$ cat config.mk
export PLATFORM = sky130hd
export DESIGN_NAME = gfx_pixel_pipe
export DESIGN_NICKNAME = d
export VERILOG_FILES = /design/src/rtl/gfx_pixel_pipe.sv
export SDC_FILE = /design/constraint.sdc
export NUM_CORES = 1
export LEC_CHECK = 0
export CAP_MARGIN = 20
export CORE_UTILIZATION = 25
export DETAILED_ROUTE_END_ITERATION = 8
export PLACE_DENSITY_LB_ADDON = 0.3
export SKIP_LAST_GASP = 1
export SLEW_MARGIN = 20
export SYNTH_ARGS = -nofsm -noshare
export SYNTH_HDL_FRONTEND = slang
export SYNTH_SLANG_ARGS = --single-unit
$ cat constraint.sdc
create_clock -name clk -period 3.8 [get_ports clk]
set_input_delay 1.14 -clock clk [delete_from_list [all_inputs] [get_ports clk]]
set_output_delay 1.14 -clock clk [all_outputs]
set_load 0.005 [all_outputs]
$ cat src/rtl/gfx_pixel_pipe.sv
// Pixel fetch and composition for the video path. Generates the VRAM read
// address from beam position, captures three foreground and three background
// plane bytes per 8-pixel group, serialises them LSB first, and resolves each
// pixel through palette, plane mask and colour mask into 8-bit RGB.
module gfx_pixel_pipe #(
  parameter logic [8:0] HSTART = 9'd32,
  parameter logic [8:0] VSTART = 9'd16,
  parameter int         HACT   = 192,
  parameter int         VACT   = 184
) (
  input  logic        clk,
  input  logic        reset,
  input  logic        ce_pix,
  input  logic [8:0]  h,
  input  logic [8:0]  v,
  output logic [12:0] gfx_vaddr,
  input  logic [7:0]  fg1,
  input  logic [7:0]  fg2,
  input  logic [7:0]  fg3,
  input  logic [7:0]  bg1,
  input  logic [7:0]  bg2,
  input  logic [7:0]  bg3,
  input  logic [7:0]  p1,
  input  logic [7:0]  p2,
  input  logic [7:0]  p3,
  input  logic [7:0]  p4,
  input  logic [7:0]  p5,
  input  logic [7:0]  p6,
  input  logic [7:0]  mask,
  input  logic [7:0]  cmask,
  input  logic [7:0]  bgc,
  output logic [7:0]  red,
  output logic [7:0]  green,
  output logic [7:0]  blue
);

  localparam logic signed [9:0] L_HACT = $signed(10'(HACT));
  localparam logic signed [9:0] L_VACT = $signed(10'(VACT));

  // Beam position relative to the bitmap origin; signed so the left/top
  // border produces negative values instead of wrapping.
  logic signed [9:0] w_x;
  logic signed [9:0] w_y;
  logic signed [9:0] w_xf;
  logic              w_yact;
  logic              w_act;
  logic              w_trig;
  logic              w_load;
  logic [12:0]       w_addr;
  logic [5:0]        w_bits;
  logic [2:0]        w_fc;
  logic [2:0]        w_bc;
  logic [2:0]        w_col;

  logic [12:0]       r_vaddr;
  logic              r_fetch_p0;
  logic              r_fetch_p1;
  logic [5:0][7:0]   r_hold;
  logic [5:0][7:0]   r_shf;
  logic [2:0]        r_rgb;

  assign w_x    = $signed({1'b0, h}) - $signed({1'b0, HSTART});
  assign w_y    = $signed({1'b0, v}) - $signed({1'b0, VSTART});
  // Fetch runs two pixels ahead of the byte it serves.
  assign w_xf   = w_x + 10'sd2;
  assign w_yact = (w_y >= 10'sd0) && (w_y < L_VACT);
  assign w_act  = w_yact && (w_x >= 10'sd0) && (w_x < L_HACT);
  assign w_trig = ce_pix && w_yact && (w_xf >= 10'sd0) && (w_xf < L_HACT)
                  && (w_xf[2:0] == 3'd0);
  assign w_load = ce_pix && w_act && (w_x[2:0] == 3'd0);
  assign w_addr = 13'(w_y[7:0]) * 13'd24 + 13'(w_xf[7:3]);

  assign gfx_vaddr = r_vaddr;
  assign red       = {8{r_rgb[0]}};
  assign green     = {8{r_rgb[1]}};
  assign blue      = {8{r_rgb[2]}};

  // Stage p0: issue the VRAM address on a fetch trigger and track read latency.
  always_ff @(posedge clk) begin
    if (reset) begin
      r_vaddr    <= '0;
      r_fetch_p0 <= 1'b0;
      r_fetch_p1 <= 1'b0;
    end else begin
      if (w_trig) r_vaddr <= w_addr;
      r_fetch_p0 <= w_trig;
      r_fetch_p1 <= r_fetch_p0;
    end
  end

  // Stage p1: capture the six plane bytes once the VRAM data is valid.
  always_ff @(posedge clk) begin
    if (reset) begin
      r_hold <= '0;
    end else if (r_fetch_p1) begin
      r_hold <= {bg3, bg2, bg1, fg3, fg2, fg1};
    end
  end

  // Stage p2: load the shifters at each byte boundary, else shift one pixel.
  always_ff @(posedge clk) begin
    if (reset) begin
      r_shf <= '0;
    end else if (w_load) begin
      r_shf <= r_hold;
    end else if (ce_pix && w_act) begin
      for (int i = 0; i < 6; i++) r_shf[i] <= {1'b0, r_shf[i][7:1]};
    end
  end

  // Current pixel bit per plane: straight from the holding regs on a load.
  always_comb begin
    w_bits = '0;
    for (int i = 0; i < 6; i++) w_bits[i] = w_load ? r_hold[i][0] : r_shf[i][1];
  end

  // Resolve fg over bg over border colour, then apply the channel mask.
  always_comb begin
    w_fc  = w_bits[2:0] & mask[2:0];
    w_bc  = w_bits[5:3] & mask[5:3];
    w_col = bgc[2:0];
    if (w_act) begin
      if (w_fc != 3'd0)      w_col = {p3[w_fc], p2[w_fc], p1[w_fc]};
      else if (w_bc != 3'd0) w_col = {p6[w_bc], p5[w_bc], p4[w_bc]};
    end
    w_col = w_col & cmask[2:0];
  end

  // Stage p3: register the composed colour on each pixel clock.
  always_ff @(posedge clk) begin
    if (reset) begin
      r_rgb <= '0;
    end else if (ce_pix) begin
      r_rgb <= w_col;
    end
  end

endmodule

==> flow_summary.html, run 1 <==
<table>
<tr><th>Metric</th><th>Value</th></tr>
<tr><th colspan="2">Setup path</th></tr>
<tr><td>Worst r2r dst</td><td>r_rgb[1]</td></tr>
<tr><td>R2R Setup Slk</td><td>2020 ps</td></tr>
<tr><td>Longest individual stage delay on the worst path</td><td>between 400 and 500 ps</td></tr>
<tr><td>Cell count of the worst reg-to-reg path</td><td>6</td></tr>
<tr><td>Critical path cell sequence</td><td>clkdlybuf4s50_1 &gt; inv_1 &gt; ha_4 &gt; nand2b_1 &gt; and3_4 &gt; o31a_1 &gt; buf_4 &gt; a21oi_2 &gt; nor2_1 &gt; buf_4 &gt; buf_4 &gt; a211o_1 &gt; a211oi_2 &gt; a22oi_1</td></tr>
<tr><td>Critical setup path kind</td><td>input port to register</td></tr>
<tr><td>CP max FO</td><td>5</td></tr>
<tr><td>Reg2Reg Launch Point</td><td>r_hold[40]</td></tr>
<tr><td>Critical path launch point type</td><td>input port</td></tr>
<tr><td>Slowest library cell on the worst path</td><td>clkdlybuf4s50_1</td></tr>
<tr><td>Data arrival time at the worst-slack endpoint</td><td>3910 ps</td></tr>
<tr><td>Sort of element at the end of the critical path</td><td>register</td></tr>
<tr><td>Required @ worst endpoint</td><td>about 4000 ps</td></tr>
<tr><td>Worst path most repeated cell</td><td>buf_4</td></tr>
<tr><th colspan="2">Placement</th></tr>
<tr><td>Placement Cell Area</td><td>0.00839 mm2</td></tr>
<tr><td>Gpl congestion</td><td>0.818</td></tr>
<tr><td>Port Buf Inserts</td><td>around 160</td></tr>
<tr><td>Post-placement cell count</td><td>1156</td></tr>
<tr><td>Detailed-placement wirelength estimate</td><td>approximately 13000 um</td></tr>
<tr><th colspan="2">Floorplan</th></tr>
<tr><td>Standard-cell rows</td><td>56</td></tr>
<tr><td>IO Count</td><td>178</td></tr>
<tr><td>Starting density of the core</td><td>around 26%</td></tr>
<tr><td>Chip Width</td><td>around 160 um</td></tr>
<tr><td>Die height</td><td>157 um</td></tr>
<tr><td>Placeable core region</td><td>roughly 0.024 mm2</td></tr>
<tr><td>Die ar.</td><td>0.0247 mm2</td></tr>
<tr><th colspan="2">Routing</th></tr>
<tr><td>Drt via density</td><td>4.46</td></tr>
<tr><td>Via count</td><td>5259</td></tr>
<tr><td>Iteration-0 DRC Markers</td><td>approximately 180</td></tr>
<tr><td>Total detailed-routing wirelength</td><td>17400 um</td></tr>
<tr><td>Detailed Routing Iterations Pass 1</td><td>4</td></tr>
<tr><td>Antenna Violating Nets Remaining</td><td>0</td></tr>
<tr><td>Number of remaining DRC errors</td><td>0</td></tr>
<tr><td>Routed length per placed instance</td><td>around 15 um</td></tr>
<tr><th colspan="2">Clock network</th></tr>
<tr><td>TritonCTS Sinks</td><td>about 110</td></tr>
<tr><td>TritonCTS clock tree</td><td>done</td></tr>
<tr><td>Clock transition at the registers of the reported paths</td><td>90 ps</td></tr>
<tr><td>Clock latency at the later pin of the worst-skew pair</td><td>360 ps</td></tr>
<tr><td>Buffer levels on the longest clock path</td><td>2</td></tr>
<tr><td>Inserted Clock Buffers</td><td>9</td></tr>
<tr><td>Clock tree root buffer cell</td><td>clkbuf_16</td></tr>
<tr><td>H-tree levels</td><td>3</td></tr>
<tr><th colspan="2">Hold path</th></tr>
<tr><td>Cell count of the worst hold path</td><td>1</td></tr>
<tr><td>WHS Endpoint</td><td>r_fetch_p1</td></tr>
<tr><td>Min-Delay Path Class</td><td>register to register</td></tr>
<tr><td>Launch point of the worst hold path</td><td>r_fetch_p0</td></tr>
<tr><th colspan="2">STA</th></tr>
<tr><td>Setup total negative slack</td><td>0 ps</td></tr>
<tr><td>Endpoints failing setup</td><td>0</td></tr>
<tr><td>Final count of hold timing violations</td><td>0</td></tr>
<tr><td>Fmax achieved</td><td>272 MHz</td></tr>
<tr><td>Ratio of final minimum period to clock period</td><td>96.6%</td></tr>
<tr><td>Final-report max-slew violation count</td><td>0</td></tr>
<tr><td>Setup repair after global routing missed its margin</td><td>no</td></tr>
<tr><td>Final min period</td><td>between 3000 and 4000 ps</td></tr>
<tr><td>Actual slew at the worst max-slew pin</td><td>930 ps</td></tr>
<tr><td>Worst slew margin relative to its limit</td><td>38.0%</td></tr>
<tr><td>Fin Clk Skew</td><td>10.7 ps</td></tr>
<tr><th colspan="2">Synthesis</th></tr>
<tr><td>Net count after synthesis</td><td>813</td></tr>
<tr><td>Dominant register cell in the synthesized netlist</td><td>dfxtp_1</td></tr>
<tr><td>Mean area per synthesized cell</td><td>a little over 9 um2</td></tr>
<tr><td>Number of flip-flops and latches in the synthesized netlist</td><td>~110</td></tr>
<tr><td>Sequential element share of the synthesized area</td><td>35.9%</td></tr>
<tr><td>Number of instances in the synthesized netlist</td><td>around 660</td></tr>
<tr><td>Fraction of synthesized cell area taken by the top area cell type</td><td>35.9%</td></tr>
<tr><td>Top cells by area in the synthesized netlist</td><td>dfxtp_1 36%, mux2i_1 17%, nor2_1 6.7%</td></tr>
<tr><td>Cell area after synthesis</td><td>0.00602 mm2</td></tr>
<tr><td>Number of different library cells in the post-synthesis netlist</td><td>77</td></tr>
<tr><td>Number of synthesized flops with an enable pin</td><td>0</td></tr>
<tr><td>Number of synthesis warnings</td><td>0</td></tr>
<tr><td>Post-synthesis async set-or-reset flop share</td><td>0%</td></tr>
<tr><td>Library cell with the largest summed area after synthesis</td><td>dfxtp_1</td></tr>
<tr><th colspan="2">Final layout</th></tr>
<tr><td>Net count of the finished layout</td><td>slightly above 1000</td></tr>
<tr><td>Fin area</td><td>0.00884 mm2</td></tr>
<tr><td>Antenna diodes</td><td>0</td></tr>
<tr><td>Final Instance Count excl. Fillers</td><td>1178</td></tr>
<tr><td>Leading cell type in the layout, fill and taps excluded</td><td>clkdlybuf4s50_1</td></tr>
<tr><td>Synthesis-to-finish area growth</td><td>46.9%</td></tr>
<tr><td>Commonest non-fill, non-tap cells in the layout</td><td>154 x clkdlybuf4s50_1, 107 x nor2_1, 107 x dfxtp_1, 100 x mux2i_1, 83 x buf_4</td></tr>
<tr><td>Fraction of layout cells with a size suffix above 1</td><td>between 10% and 20%</td></tr>
<tr><th colspan="2">Global route</th></tr>
<tr><td>Largest net degree at the start of global routing</td><td>between 50 and 60</td></tr>
<tr><td>Vias in the first global route</td><td>5078</td></tr>
<tr><td>Initial antenna violation count</td><td>0</td></tr>
<tr><td>Wire length of the first global-routing pass</td><td>~27000 um</td></tr>
<tr><td>GRT overflow</td><td>0</td></tr>
<tr><td>Global-route total usage across every layer</td><td>14.0%</td></tr>
<tr><th colspan="2">Power</th></tr>
<tr><td>Power Total</td><td>2.74 mW</td></tr>
<tr><td>Leakage</td><td>3.17 nW</td></tr>
<tr><td>Largest voltage drop on the vdd net</td><td>195 uV</td></tr>
<tr><td>Power density over the cells</td><td>310 mW/mm2</td></tr>
<tr><th colspan="2">Run</th></tr>
<tr><td>Max-cap check violation count</td><td>0</td></tr>
<tr><th colspan="2">Status</th></tr>
<tr><td>Result of the run</td><td>finished, final reports clean</td></tr>
</table>
==> worst max-delay path, delay by kind of cell <==
kind            cells  cell delay, ps
compound gates      5            1040
fa+ha+maj           1             260
buf+inv             5            1030
simple gates        3             440
==> cell type report <==
type,count,area [um2]
fillers,2423,14700
multi-input cells,471,3580
repair buffers,247,2310
flip-flops and latches,108,2170
well taps,319,399
clock buffers,9,225
clock inverters,7,88.8
inverters,17,63.8
==> routing by layer <==
layer  track usage (%)  up-vias  wire length (um)
li1                  -     2733                 -
met4              3.61        0               169
met3              3.14       11               992
met1              18.0     2385              8260
met2              23.6      130              8030
met5                 0        -                 0
==> where the power goes <==
| part | switching (mW) | internal, mW |
|---|---|---|
| sequential | 0.0151 | 1.15 |
| combinational | 0.252 | 0.335 |
| clock | 0.510 | 0.477 |
| total | 0.777 | 1.97 |
==> metrics by stage <==
step                setup slack, ps  util (%)  hold slack, ps
detailed placement             -675      35.6             426
CTS                           -4.28      37.1             446
finish                          128      37.5             446
global placement               -628      35.6             435
floorplan                     0.616         -             414
global route                  0.772      37.5             456
==> cell usage after synthesis, types with 2 or more instances <==
| cell | n |
|---|---|
| dfxtp_1 | 108 |
| nor2_1 | 107 |
| mux2i_1 | 100 |
| a211oi_1 | 43 |
| clkbuf_1 | 25 |
| buf_4 | 23 |
| nand2_1 | 23 |
| a21oi_1 | 18 |
| inv_1 | 17 |
| nand3_1 | 16 |
| ha_1 | 15 |
| nor3_1 | 13 |
| nor2b_1 | 11 |
| xnor2_1 | 10 |
| o21ai_0 | 7 |
| xor2_1 | 7 |
| buf_2 | 5 |
| nand3b_1 | 5 |
| a2111oi_0 | 4 |
| a21o_1 | 4 |
| a311oi_1 | 4 |
| and3_1 | 4 |
| buf_1 | 4 |
| nand2b_1 | 4 |
| nor4_1 | 4 |
| a31oi_1 | 3 |
| mux2_2 | 3 |
| nand4_1 | 3 |
| o211ai_1 | 3 |
| o21bai_1 | 3 |
| a211o_1 | 2 |
| a21oi_2 | 2 |
| a22oi_1 | 2 |
| a41oi_1 | 2 |
| and2_1 | 2 |
| fa_1 | 2 |
| mux4_2 | 2 |
| o2111a_1 | 2 |
| o2111ai_1 | 2 |
| o31a_1 | 2 |
| or2_2 | 2 |
| or3_1 | 2 |
==> sequential cells by signal (all words and copies together), names as in the netlist <==
| signal | flops |
|---|---|
| r_fetch_p0 | 1 |
| gfx_vaddr | 13 |
| r_hold | 48 |
| r_shf | 42 |
| r_fetch_p1 | 1 |
| r_rgb | 3 |
==> cell families (layout without fill, tap and decap cells) <==
kind of cell	count (synthesis)	after routing	synth area share, %
and+or+nand+nor	211	211	17.1
AOI/OAI and AO/OA	119	119	15.4
DFF	108	108	35.9
muxes	107	107	18.8
buffers and inverters	76	280	6.57
adders and majority gates	17	17	3.79
xor gates and xnor gates	17	17	2.47
==> worst max-delay path by stage <==
stage	startpoint	endpoint	depth (start not counted)
detailed placement	v[4]	r_rgb[1]	13
CTS	h[5]	r_rgb[1]	13
finish	h[5]	r_rgb[1]	14
floorplan	v[5]	r_rgb[0]	11
global placement	v[5]	r_rgb[2]	11
global route	v[4]	r_rgb[0]	14
==> what timing repair did <==
| action | CTS | global route |
|---|---|---|
| endpoints found under the hold margin | 0 | 0 |
| cloned | 0 | 0 |
| hold buffers | 0 | 0 |
| setup buffers | 2 | 4 |
| gates resized for setup | 16 | 16 |
| pin swaps | 6 | 9 |
| endpoints found under the setup margin | 3 | 11 |
(Power assumes the default switching activity.)
==> run 2: changes to the inputs <==
==> constraint.sdc (replaced) <==
create_clock -name clk -period 4.6 [get_ports clk]
set_input_delay 1.38 -clock clk [delete_from_list [all_inputs] [get_ports clk]]
set_output_delay 1.38 -clock clk [all_outputs]
set_load 0.005 [all_outputs]
==> run 2 against run 1 <==
Non-clock buffer count down 37; cell count down 3.1%; hold slack got worse by 6.7 ps; setup slack better by 44 ps; critical path depth shrank 1; wire length is 7.0% lower; register-to-register slack better by 700 ps; sequential share of layout area up 1.2 points; via count decreased by 2.9%; global-route usage shrank 0.63 points; highest routed layer unchanged.
==> flow_summary.html, run 2 (same netlist as run 1, synthesis figures left out) <==
<table>
<tr><th>Metric</th><th>Value</th></tr>
<tr><th colspan="2">Routing</th></tr>
<tr><td>Total detailed-routing wirelength</td><td>16200 um (-7.0%)</td></tr>
<tr><td>Antenna Violating Nets Remaining</td><td>0 (unchanged)</td></tr>
<tr><td>Number of remaining DRC errors</td><td>0 (unchanged)</td></tr>
<tr><td>Via count</td><td>5108 (-2.9%)</td></tr>
<tr><td>Iteration-0 DRC Markers</td><td>137 (-24%)</td></tr>
<tr><td>Detailed Routing Iterations Pass 1</td><td>4 (unchanged)</td></tr>
<tr><td>Drt via density</td><td>4.48 (+0.28%)</td></tr>
<tr><td>Routed length per placed instance</td><td>14.2 um (-4.0%)</td></tr>
<tr><th colspan="2">Placement</th></tr>
<tr><td>Port Buf Inserts</td><td>159 (unchanged)</td></tr>
<tr><td>Placement Setup Slack</td><td>-261 ps (+414 ps)</td></tr>
<tr><td>Placement Cell Area</td><td>0.00809 mm2 (-3.5%)</td></tr>
<tr><td>Gpl congestion</td><td>0.806 (-1.5%)</td></tr>
<tr><td>Detailed-placement wirelength estimate</td><td>11800 um (-8.2%)</td></tr>
<tr><th colspan="2">Clock network</th></tr>
<tr><td>Clock tree root buffer cell</td><td>clkbuf_16</td></tr>
<tr><td>Clock transition at the registers of the reported paths</td><td>80 ps (about the same)</td></tr>
<tr><td>TritonCTS Sinks</td><td>108 (unchanged)</td></tr>
<tr><td>Buffer levels on the longest clock path</td><td>2 (unchanged)</td></tr>
<tr><td>Count of buffers added by post-CTS timing repair for setup</td><td>0 (-2)</td></tr>
<tr><td>Inserted Clock Buffers</td><td>9 (unchanged)</td></tr>
<tr><td>TritonCTS clock tree</td><td>done</td></tr>
<tr><td>Clock latency at the later pin of the worst-skew pair</td><td>350 ps (about the same)</td></tr>
<tr><td>H-tree levels</td><td>3 (unchanged)</td></tr>
<tr><th colspan="2">STA</th></tr>
<tr><td>Ratio of final minimum period to clock period</td><td>96.3%</td></tr>
<tr><td>Worst slew margin relative to its limit</td><td>39.7% (+1.7 points)</td></tr>
<tr><td>Fin Clk Skew</td><td>9.48 ps (-1.19 ps)</td></tr>
<tr><td>Slack of the critical path</td><td>172 ps (+44.0 ps)</td></tr>
<tr><td>Endpoints failing setup</td><td>0 (unchanged)</td></tr>
<tr><td>Final-report max-slew violation count</td><td>0 (unchanged)</td></tr>
<tr><td>Final min period</td><td>about 4400 ps</td></tr>
<tr><td>Actual slew at the worst max-slew pin</td><td>905 ps (-24.9 ps)</td></tr>
<tr><td>Hold_ws</td><td>440 ps (-6.66 ps)</td></tr>
<tr><td>Fmax achieved</td><td>226 MHz</td></tr>
<tr><td>Final count of hold timing violations</td><td>0 (unchanged)</td></tr>
<tr><td>Setup repair after global routing missed its margin</td><td>yes</td></tr>
<tr><td>Setup total negative slack</td><td>0 ps (unchanged)</td></tr>
<tr><th colspan="2">Setup path</th></tr>
<tr><td>Required @ worst endpoint</td><td>4840 ps (+810 ps)</td></tr>
<tr><td>Sort of element at the end of the critical path</td><td>register</td></tr>
<tr><td>Critical path launch point type</td><td>input port</td></tr>
<tr><td>CP max FO</td><td>6 (+1)</td></tr>
<tr><td>Data arrival time at the worst-slack endpoint</td><td>4670 ps (+760 ps)</td></tr>
<tr><td>Critical setup path kind</td><td>input port to register</td></tr>
<tr><th colspan="2">Power</th></tr>
<tr><td>Internal power</td><td>1.58 mW (-20%)</td></tr>
<tr><td>Largest voltage drop on the vdd net</td><td>163 uV (-17%)</td></tr>
<tr><td>Power Total</td><td>2.18 mW (-21%)</td></tr>
<tr><td>Power share of the clock group</td><td>35.9% (about the same)</td></tr>
<tr><td>Sequential Power Share</td><td>44.4% (+1.8 points)</td></tr>
<tr><td>Switching share of power</td><td>27.6% (-0.75 points)</td></tr>
<tr><td>Switching pwr</td><td>0.600 mW (-23%)</td></tr>
<tr><td>Power density over the cells</td><td>258 mW/mm2 (-17%)</td></tr>
<tr><td>Leakage</td><td>2.97 nW (-6.4%)</td></tr>
<tr><td>Portion of total power attributed to combinational logic</td><td>19.7% (-1.7 points)</td></tr>
<tr><th colspan="2">Global route</th></tr>
<tr><td>Initial antenna violation count</td><td>0 (unchanged)</td></tr>
<tr><td>Largest net degree at the start of global routing</td><td>70 (+35%)</td></tr>
<tr><td>Vias in the first global route</td><td>4880 (-3.9%)</td></tr>
<tr><td>GRT overflow</td><td>0 (unchanged)</td></tr>
<tr><td>Wire length of the first global-routing pass</td><td>25600 um (-4.1%)</td></tr>
<tr><td>Global-route total usage across every layer</td><td>13.4% (-0.63 points)</td></tr>
<tr><th colspan="2">Floorplan</th></tr>
<tr><td>IO Count</td><td>178 (unchanged)</td></tr>
<tr><td>Standard-cell rows</td><td>56 (unchanged)</td></tr>
<tr><td>Chip Width</td><td>157 um (unchanged)</td></tr>
<tr><td>Die ar.</td><td>0.0247 mm2 (unchanged)</td></tr>
<tr><td>Placeable core region</td><td>0.0235 mm2 (unchanged)</td></tr>
<tr><td>Starting density of the core</td><td>25.6% (unchanged)</td></tr>
<tr><td>Die height</td><td>157 um (unchanged)</td></tr>
<tr><th colspan="2">Hold path</th></tr>
<tr><td>Min-Delay Path Class</td><td>register to register</td></tr>
<tr><th colspan="2">Final layout</th></tr>
<tr><td>Synthesis-to-finish area growth</td><td>40.0%</td></tr>
<tr><td>Largest reg by FF count</td><td>r_hold</td></tr>
<tr><td>Antenna diodes</td><td>0 (unchanged)</td></tr>
<tr><td>Max reg flops</td><td>48 (unchanged)</td></tr>
<tr><td>Net count of the finished layout</td><td>975 (-3.7%)</td></tr>
<tr><td>Fraction of layout cells with a size suffix above 1</td><td>12.9% (-5.6 points)</td></tr>
<tr><td>Fin area</td><td>0.00842 mm2 (-4.7%)</td></tr>
<tr><td>Commonest non-fill, non-tap cells in the layout</td><td>158 x clkdlybuf4s50_1, 107 x nor2_1, 107 x dfxtp_1, 100 x mux2i_1, 50 x buf_4</td></tr>
<tr><td>Leading cell type in the layout, fill and taps excluded</td><td>clkdlybuf4s50_1</td></tr>
<tr><th colspan="2">Run</th></tr>
<tr><td>Max-cap check violation count</td><td>0 (unchanged)</td></tr>
<tr><th colspan="2">Status</th></tr>
<tr><td>Result of the run</td><td>finished, final reports clean</td></tr>
</table>
## run 2: cell count changes in the layout (fill, tap and decap cells not counted), sizes merged
cell	before	now
clkinv	3	4
clkdlybuf4s15	2	0
clkdlybuf4s50	154	158
buf	89	52
dlygate4sd2	2	0
inv	21	20
## run 2: final timing paths
| path | slack (ps) | cells after the start | start | to |
|---|---|---|---|---|
| max reg2reg | 2720 | 8 | r_hold[0] | r_rgb[1] |
| max | 170 | 13 | v[5] | r_rgb[1] |
| min reg2reg | 440 | 1 | r_fetch_p0 | r_fetch_p1 |
| min | 440 | 1 | r_fetch_p0 | r_fetch_p1 |
## run 2: worst max-delay path, stage by stage
cell	delay (ps)
clkdlybuf4s50_1	440
o31a_1	320
or2_0	250
ha_1	250
nor4_4	340
o2111ai_4	260
nor3_1	290
nor2_1	180
buf_4	180
a211o_1	230
a211oi_1	310
buf_4	170
a22oi_1	50
## run 2: layout make-up
type | instances | area [um2]
Clock buffer | 9 | 225
Clock inverter | 7 | 76.3
Fill cell | 2453 | 15100
Inverter | 17 | 63.8
Sequential cell | 108 | 2170
Tap cell | 319 | 399
Timing Repair Buffer | 210 | 2000
Multi-Input combinational cell | 471 | 3500
## run 2: routing by layer
metal / vias to the layer above / GRT usage [%] / share of wire [%]
met1: 2302 / 17.2 / 48
li1: 2677 / - / -
met5: - / 0 / 0
met3: 16 / 2.67 / 4.8
met4: 0 / 4.76 / 1.6
met2: 113 / 22.2 / 46
## run 2: through the flow
stage          util (%)  cells
2_1_floorplan         -    655
5_1_grt            35.8   1141
6_report           35.8   1141
4_1_cts            35.6   1141
3_3_place_gp       34.4   1125
3_5_place_dp       34.4   1125
## run 2: power by group through the flow
stage | Clock (mW) | Combinational [mW] | Sequential [mW]
after detailed placement | 0 | 0.429 | 0.989
after global routing | 0.853 | 0.473 | 0.970
after global placement | 0 | 0.429 | 0.989
after floorplan | 0 | 0.233 | 0.985
after CTS | 0.821 | 0.432 | 0.967
final | 0.782 | 0.428 | 0.966
## run 2: repair_timing
item / 4_1_cts / 5_1_grt
resized for setup: 0 / 7
hold endpoints to repair: 0 / 0
endpoints found under the setup margin: 0 / 2
hold buffers: 0 / 0
